$ cat src/rtl/sata_user_data_source.sv
// -----------------------------------------------------------------------------
// sata_user_data_source
//
// Deterministic pattern producer for the write side of the SATA stack's
// ping-pong user input FIFO. On a rising request it streams write_count words,
// starting at pattern_seed and incrementing by one per word (wrapping modulo
// 2^DATA_WIDTH). The stream is split into chunks, one chunk per channel grant,
// each no longer than the capacity reported for the granted channel. Because
// every word is predictable, downstream checkers can verify the stream.
//
// Ports:
//   clk            system clock
//   rst            synchronous, active-low reset
//   enable         level request to run one transfer
//   write_count    total words to transfer, sampled at transfer start
//   pattern_seed   value of word 0, sampled at transfer start
//   busy           transfer in progress
//   finished       transfer completed; held until enable drops
//   words_written  words strobed in the current or last transfer
//   ready          ping-pong FIFO channel ready flags
//   activate       channel ownership, one-hot or zero
//   fifo_size      capacity of the channel being granted
//   fifo_data      write data
//   strobe         write-data strobe
// -----------------------------------------------------------------------------
module sata_user_data_source #(
   parameter int SIZE_WIDTH = 24,
   parameter int DATA_WIDTH = 32
) (
   input  logic                  clk,
   input  logic                  rst,
   input  logic                  enable,
   input  logic [SIZE_WIDTH-1:0] write_count,
   input  logic [DATA_WIDTH-1:0] pattern_seed,
   output logic                  busy,
   output logic                  finished,
   output logic [SIZE_WIDTH-1:0] words_written,
   input  logic [1:0]            ready,
   output logic [1:0]            activate,
   input  logic [SIZE_WIDTH-1:0] fifo_size,
   output logic [DATA_WIDTH-1:0] fifo_data,
   output logic                  strobe
);

   localparam logic [SIZE_WIDTH-1:0] SIZE_ZERO = {SIZE_WIDTH{1'b0}};
   localparam logic [SIZE_WIDTH-1:0] SIZE_ONE  = {{(SIZE_WIDTH-1){1'b0}}, 1'b1};
   localparam logic [DATA_WIDTH-1:0] DATA_ZERO = {DATA_WIDTH{1'b0}};
   localparam logic [DATA_WIDTH-1:0] DATA_ONE  = {{(DATA_WIDTH-1){1'b0}}, 1'b1};

   typedef enum logic [2:0] {
      IDLE    = 3'd0,
      GRAB    = 3'd1,
      WRITE   = 3'd2,
      RELEASE = 3'd3,
      DONE    = 3'd4
   } state_t;

   state_t                state_r,     state_s;
   logic [SIZE_WIDTH-1:0] remaining_r, remaining_s;
   logic [SIZE_WIDTH-1:0] chunk_r,     chunk_s;
   logic [SIZE_WIDTH-1:0] words_r,     words_s;
   logic [DATA_WIDTH-1:0] next_data_r, next_data_s;
   logic [DATA_WIDTH-1:0] fifo_data_r, fifo_data_s;
   logic [1:0]            activate_r,  activate_s;
   logic                  busy_r,      busy_s;
   logic                  finished_r,  finished_s;
   logic                  strobe_r,    strobe_s;

   // Smaller of the granted channel capacity and the words still owed.
   function automatic logic [SIZE_WIDTH-1:0] min_size(
      input logic [SIZE_WIDTH-1:0] a,
      input logic [SIZE_WIDTH-1:0] b
   );
      if (a < b) begin
         min_size = a;
      end else begin
         min_size = b;
      end
   endfunction

   // Next-state and next-output decode; all outputs are registered from here.
   always_comb begin
      state_s     = state_r;
      remaining_s = remaining_r;
      chunk_s     = chunk_r;
      words_s     = words_r;
      next_data_s = next_data_r;
      fifo_data_s = fifo_data_r;
      activate_s  = activate_r;
      strobe_s    = 1'b0;

      case (state_r)
         IDLE: begin
            activate_s = 2'b00;
            if (enable && !finished_r) begin
               remaining_s = write_count;
               next_data_s = pattern_seed;
               words_s     = SIZE_ZERO;
               if (write_count == SIZE_ZERO) begin
                  state_s = DONE;
               end else begin
                  state_s = GRAB;
               end
            end else begin
               state_s = IDLE;
            end
         end

         GRAB: begin
            if (activate_r == 2'b00) begin
               // Channel 0 has priority when both channels are ready.
               if (ready[0]) begin
                  activate_s = 2'b01;
               end else if (ready[1]) begin
                  activate_s = 2'b10;
               end else begin
                  activate_s = 2'b00;
               end
            end else begin
               // fifo_size is only meaningful once the grant is visible, so
               // the chunk is taken one cycle after activate rises.
               chunk_s = min_size(fifo_size, remaining_r);
               state_s = WRITE;
            end
         end

         WRITE: begin
            if (chunk_r == SIZE_ZERO) begin
               // Zero-capacity grant: hand the channel back instead of stalling.
               state_s = RELEASE;
            end else begin
               strobe_s    = 1'b1;
               fifo_data_s = next_data_r;
               next_data_s = next_data_r + DATA_ONE;
               words_s     = words_r + SIZE_ONE;
               remaining_s = remaining_r - SIZE_ONE;
               chunk_s     = chunk_r - SIZE_ONE;
               if (chunk_r == SIZE_ONE) begin
                  state_s = RELEASE;
               end else begin
                  state_s = WRITE;
               end
            end
         end

         RELEASE: begin
            activate_s = 2'b00;
            if (remaining_r == SIZE_ZERO) begin
               state_s = DONE;
            end else if (!enable) begin
               state_s = IDLE;
            end else begin
               state_s = GRAB;
            end
         end

         DONE: begin
            activate_s = 2'b00;
            if (!enable) begin
               state_s = IDLE;
            end else begin
               state_s = DONE;
            end
         end

         default: begin
            state_s    = IDLE;
            activate_s = 2'b00;
         end
      endcase

      // Status flags follow the state being entered so they line up with it.
      busy_s     = (state_s == GRAB) || (state_s == WRITE) || (state_s == RELEASE);
      finished_s = (state_s == DONE);
   end

   // State and output registers with synchronous active-low reset.
   always_ff @(posedge clk) begin
      if (!rst) begin
         state_r     <= IDLE;
         remaining_r <= SIZE_ZERO;
         chunk_r     <= SIZE_ZERO;
         words_r     <= SIZE_ZERO;
         next_data_r <= DATA_ZERO;
         fifo_data_r <= DATA_ZERO;
         activate_r  <= 2'b00;
         busy_r      <= 1'b0;
         finished_r  <= 1'b0;
         strobe_r    <= 1'b0;
      end else begin
         state_r     <= state_s;
         remaining_r <= remaining_s;
         chunk_r     <= chunk_s;
         words_r     <= words_s;
         next_data_r <= next_data_s;
         fifo_data_r <= fifo_data_s;
         activate_r  <= activate_s;
         busy_r      <= busy_s;
         finished_r  <= finished_s;
         strobe_r    <= strobe_s;
      end
   end

   assign busy          = busy_r;
   assign finished      = finished_r;
   assign words_written = words_r;
   assign activate      = activate_r;
   assign fifo_data     = fifo_data_r;
   assign strobe        = strobe_r;

endmodule

$ cat config.mk
export PLATFORM = sky130hd
export DESIGN_NAME = sata_user_data_source
export DESIGN_NICKNAME = d
export VERILOG_FILES = /design/src/rtl/sata_user_data_source.sv
export SDC_FILE = /design/constraint.sdc
export NUM_CORES = 1
export LEC_CHECK = 0
export ABC_AREA = 1
export CAP_MARGIN = 20
export CORE_ASPECT_RATIO = 0.8
export CORE_MARGIN = 4
export CORE_UTILIZATION = 45
export DETAILED_ROUTE_END_ITERATION = 12
export PLACE_DENSITY = 0.75
export SYNTH_ARGS = -nofsm -noshare
export SYNTH_HDL_FRONTEND = slang
export SYNTH_SLANG_ARGS = --single-unit
$ cat constraint.sdc
create_clock -name clk -period 2.1 [get_ports clk]
set_input_delay 0.21 -clock clk [delete_from_list [all_inputs] [get_ports clk]]
set_output_delay 0.21 -clock clk [all_outputs]
set_load 0.05 [all_outputs]
; Word level (Yosys, flattened, before mapping)
; Cells that the tools add are included.
; W data, S select, Z words.
[totals]
input_bits = 85
output_inout_bits = 61
elab_cells = 73
regBits = 144
[op_classes]
magnitude_cmp = 1
muxes = 27
reduce_logical = 16
bitwise_logic = 2
add_sub_neg = 4
n_eq_ne = 13
[ops]
columns = op, n
row1 = $mux W24, 7
row2 = $pmux W24 S2, 3
row3 = $logic_not A24 Y1, 3
row4 = $mux W32, 2
row5 = $pmux W32 S2, 1
row6 = $sub A24 B1 Y24 const B, 2
row7 = $add A32 B1 Y32 const B, 1
row8 = $add A24 B1 Y24 const B, 1
row9 = $eq A24 B1 Y1 const B, 1
row10 = $lt A24 B24 Y1, 1
row11 = $mux W3, 5
row12 = $pmux W3 S5, 1
row13 = $eq A3 B2 Y1 const B, 4
row14 = $ne A2 B2 Y1 const B, 4
row15 = $eq A3 B1 Y1 const B, 2
row16 = $eq A3 B3 Y1 const B, 2
row17 = $mux W2, 3
row18 = $reduce_and A2 Y1, 3
row19 = $reduce_and A3 Y1, 2
row20 = $mux W1, 4
row21 = $pmux W2 S2, 1
row22 = $reduce_bool A2 Y1, 2
row23 = $logic_not A3 Y1, 1
row24 = $logic_not A2 Y1, 1
row25 = other kinds (4), 6

; Depth between registers and ports, before layout
[depth]
depth_word = 7
depth_mapped = 16

; Worst setup path before layout
; OpenSTA, ideal clock, no wires.
[synth_path]
kind = reg2reg
start = register words_r[0], in the netlist words_written[0]
end = register words_r[13], in the netlist words_written[13]
setup_slack_ps = 74
required_time_ps = 2030
period_less_slack_ps = 2026
stages_incl_launch_ff = 10
t_arrival_ps = 1955
setup_time_ps = 70
path_cell_list = dfxtp_1 -> inv_1 -> nor3_2 -> inv_1 -> nor2_1 -> nand3_1 -> xor2_1 -> nor2_1 -> nand2_1 -> a21oi_1
[synth_between]
elab_chain_cells = 3
[synth_rtl]
columns = item, line
row1 = "start, declared", 61  ; logic [SIZE_WIDTH-1:0] words_r, words_s;
row2 = "start signal, assigned", 194  ; words_r <= words_s;
row3 = $add A24 B1 Y24, 135  ; words_s = words_r + SIZE_ONE;
row4 = $mux W24, 128  ; if (chunk_r == SIZE_ZERO) begin
row5 = $pmux W24 S2, 92  ; case (state_r)
; Every way passes these cells. The select of a mux whose other input is x is not followed.
; A chain may end at the register's enable or synchronous reset.

; Worst setup path after layout
[layout_path]
start = register chunk_r[18]
end = register remaining_r[0]
[layout_between]
elab_chain_cells = 3
[layout_rtl]
columns = item, line
row1 = "start, declared", 60  ; logic [SIZE_WIDTH-1:0] chunk_r, chunk_s;
row2 = "start signal, assigned", 193  ; chunk_r <= chunk_s;
row3 = $logic_not A24 Y1, 128
row4 = $ne A2 B2 Y1 (no line), -
row5 = $reduce_and A3 Y1 (no line), -
row6 = "end signal, assigned", 192  ; remaining_r <= remaining_s;
row7 = "end, declared", 59  ; logic [SIZE_WIDTH-1:0] remaining_r, remaining_s;
; Every way passes these cells.

==> impl_metrics.yaml <==
run_status:
  status: "finished clean"
worst_hold_path:
  hold_class: "input pin to register"
  holdPathEnd: "words_written[5]"
  holdCritStartpoint: "rst"
  whs_path_depth: 5
clocking:
  clkTransAtPathRegs_ns: 0.07
  cts_made_buffers: 17
  cts_root_buffer: "clkbuf_16"
  post_cts_buffers: 0
  clkLatencyLatePin_ns: 0.44
  cts_sinks: 144
  htree_levels: 4
  clockBufferDepth: 2
  tritoncts: "done"
grt:
  use_met1_pct: 40.6
  grt_use_total_pct: 27.1
  grt_pass1_wl_um: 50200
  grt_pass1_vias: 9483
  antenna_found_initial: 0
  grt_use_met2_pct: 40.3
  busiest_layer: "met1"
  overflow: 0
  grt_max_degree: 69
  use_met3_pct: 4.56
critical_path:
  endpoint_kind: "register"
  cp_data_required_time_ns: 2.46
  worstReg2RegStart: "chunk_r[18]"
  timing.reg2reg.setup_slack_ns: 0.07
  cp_max_fo: 24
  start_kind: "register"
  reg2reg_depth: 10
  worstPathArrival_ns: 2.39
  rr_endpoint: "remaining_r[0]"
  path_class: "register to register"
power:
  p_total_w: 0.00872
  peakVddDrop_uv: 418
  power.density_nw_per_um2: 705
  leakage_nw: 5.23
timing:
  hold_viol_final: 0
  slew_headroom_pct: 55.4
  setup_violations: 0
  fin_crit_sh_pct: 96.8
  rsz0062_at_grt: "yes"
  tightest_slew_ns: 0.669
  worst_slack_ns: 0.0676
  fmax_ghz: 0.492
  finalClockSkew_ns: 0.0148
  maxSlewViolCount: 0
  period_needed_ns: 2.03
  hold_ws_ns: 0.292
floorplan:
  core_area_um2: 20000
  die_w_um: 168
  die_h_um: 136
  dieArea_um2: 23000
  rows: 46
  start_util_pct: 46.3
  pin_count: 146
layout:
  nFillCells: 1843
  nNetsFinal: 1792
  syn2layout_area_growth_pct: 33.4
  fin_util_pct: 61.7
  drive_gt1_share_pct: 10.8
detailed_routing:
  vias: 10800
  routed_wl_um: 32300
  routed_via_density: 5.53
  first_pass_iters: 8
  drc: 0
  avgRoutedWirePerCell_um: 16.5
  first_iter_violations: 1198
  drtAntennaViolNets: 0
yosys:
  yosysWarnings: 0
  synth.top_cell.area_share_pct: 31.1
  syn_nets: 1599
  synth_edf_count: 0
  synthTopCellsByArea: "dfxtp_1, nand2_1, nor2_1, a21oi_1, o21ai_0"
  synth_top_cell_by_area: "dfxtp_1"
  ys_ff_latch: 144
  yosysSeqAreaShare_pct: 31.1
  syn-cell-area_um2: 9270
  synth_ff_type: "dfxtp_1"
  synth.avg_cell_area_um2: 6.24
  async_flop_share_pct: 0
  ys_types: 46
  synthCells: 1485
place:
  place_ws_ns: -0.161
  dpl.hpwl_um: 23400
  port_buffers: 145
  place.gp.congestion: 0.995
job:
  maxCapViolCount: 0
-- timing repair --
action | 4_1_cts | 5_1_grt
hold buffers | 0 | 0
setup endpoints to repair | 20 | 86
pin swaps | 0 | 5
gates resized for setup | 2 | 46
gates cloned | 0 | 2
-- final cells by class --
cell class / instances / area, um^2 / share of cell area, %
Tap cell: 264 / 330 / 2.67
Antenna cell: 1 / 2.50 / 0.0202
Multi-Input combinational cell: 1124 / 5670 / 45.9
Clock inverter: 15 / 163 / 1.32
Timing Repair Buffer: 239 / 2310 / 18.7
Inverter: 152 / 573 / 4.63
Sequential cell: 144 / 2890 / 23.4
Clock buffer: 17 / 425 / 3.44
-- how the worst max path moves through the flow --
stage	from	endpoint	slack, ns
floorplan	words_written[0]	words_written[13]	0.07
global placement	fifo_size[23]	chunk_r[2]	-0.15
detailed placement	fifo_size[23]	chunk_r[5]	-0.16
CTS	chunk_r[17]	next_data_r[18]	0.02
global route	next_data_r[2]	next_data_r[21]	-0.03
finish	chunk_r[18]	remaining_r[0]	0.07
-- report_power, final --
part           internal, W  switching, W  leakage [nW]  total (W)
Clock              0.00159       0.00145         0.283    0.00304
Combinational      0.00107       0.00156          3.78    0.00263
Sequential         0.00290      0.000160          1.17    0.00306
Total              0.00555       0.00317          5.23    0.00872
-- through the flow --
| stage | setup TNS (ns) | instance area, um^2 | instances |
|---|---|---|---|
| 2_1_floorplan | 0 | 9270 | 1485 |
| 3_3_place_gp | -2.06 | 11500 | 1921 |
| 3_5_place_dp | -2.90 | 11500 | 1921 |
| 4_1_cts | 0 | 12100 | 1953 |
| 5_1_grt | -0.0858 | 12400 | 1955 |
| 6_report | 0 | 12400 | 1956 |
-- worst max-delay path, stage by stage, from the launching register on --
cell and delay, ns:
dfxtp_1 0.35, nor2_1 0.17, nand2_1 0.14, nor4_4 0.23, nand2_1 0.17, nand2_4 0.15, nand2_4 0.09, clkinv_2 0.12
buf_12 0.19, o21ai_0 0.12, a21oi_1 0.20
-- placed cells by master (no fill, tap or decap), types with 3 or more instances in the layout --
cell type,netlist,final
ha_1,29,27
inv_2,3,6
nor2_2,5,12
o21ai_1,3,3
clkbuf_16,0,19
a31oi_1,7,7
buf_12,0,10
nor2_4,2,8
o21ai_0,137,136
a21oi_1,138,137
nand2_1,345,341
dfxtp_1,144,140
nor3_1,30,30
nand3_2,0,3
o211ai_1,12,12
nand4_1,27,27
clkdlybuf4s50_1,0,144
nor2_1,198,185
xor2_1,22,22
nand2_2,1,3
buf_4,1,82
nor4_1,6,6
nand2_4,2,4
inv_6,0,7
a21o_1,4,4
dfxtp_2,0,4
nand3b_1,17,17
o21bai_1,3,3
clkinv_8,0,4
or2_2,4,4
o21a_1,3,3
inv_1,147,144
xnor2_1,8,8
nand3_1,106,102
-- cell families after synthesis --
kind of cell             count (synthesis)  synth area share (%)
flip-flops                             144                  31.1
adder cells (fa/ha/maj)                 29                  3.92
XOR/XNOR                                30                  2.84
buffers and inverters                  217                  9.41
AND/OR/NAND/NOR                        747                  34.5
AO/OA/AOI/OAI                          318                  18.3
-- flip-flops by register name, summed over array words and instances, names as in the netlist --
name and flops:
chunk_r 24, remaining_r 24, words_written 24, activate 2, busy 1, state_r 3
strobe 1, next_data_r 32, fifo_data 32, finished 1
-- metal layers --
layer | part of all wire, % | up-vias | wire length, um
li1 | - | 5298 | -
met1 | 46 | 4957 | 15000
met2 | 42 | 519 | 13700
met3 | 9.5 | 50 | 3080
met4 | 1.8 | 0 | 584
met5 | 0 | - | 0
-- synth_stat cells, types with 2 or more instances --
| library cell | instances |
|---|---|
| ha_1 | 29 |
| xor2_1 | 22 |
| buf_1 | 3 |
| o21ai_0 | 137 |
| o22ai_1 | 2 |
| nor2_1 | 198 |
| inv_2 | 3 |
| nand2_1 | 345 |
| o211ai_1 | 12 |
| nor2_2 | 5 |
| a31oi_1 | 7 |
| or2_2 | 4 |
| dfxtp_1 | 144 |
| o31ai_1 | 2 |
| buf_2 | 12 |
| nor4_1 | 6 |
| inv_1 | 147 |
| a21oi_1 | 138 |
| nand4_1 | 27 |
| buf_6 | 5 |
| nor2_4 | 2 |
| o21a_1 | 3 |
| nand3b_1 | 17 |
| nand3_1 | 106 |
| a21o_1 | 4 |
| xnor2_1 | 8 |
| nor3_1 | 30 |
| clkbuf_1 | 44 |
| nand2_4 | 2 |
| o21bai_1 | 3 |
| o21ai_1 | 3 |
(Power assumes the default switching activity.)
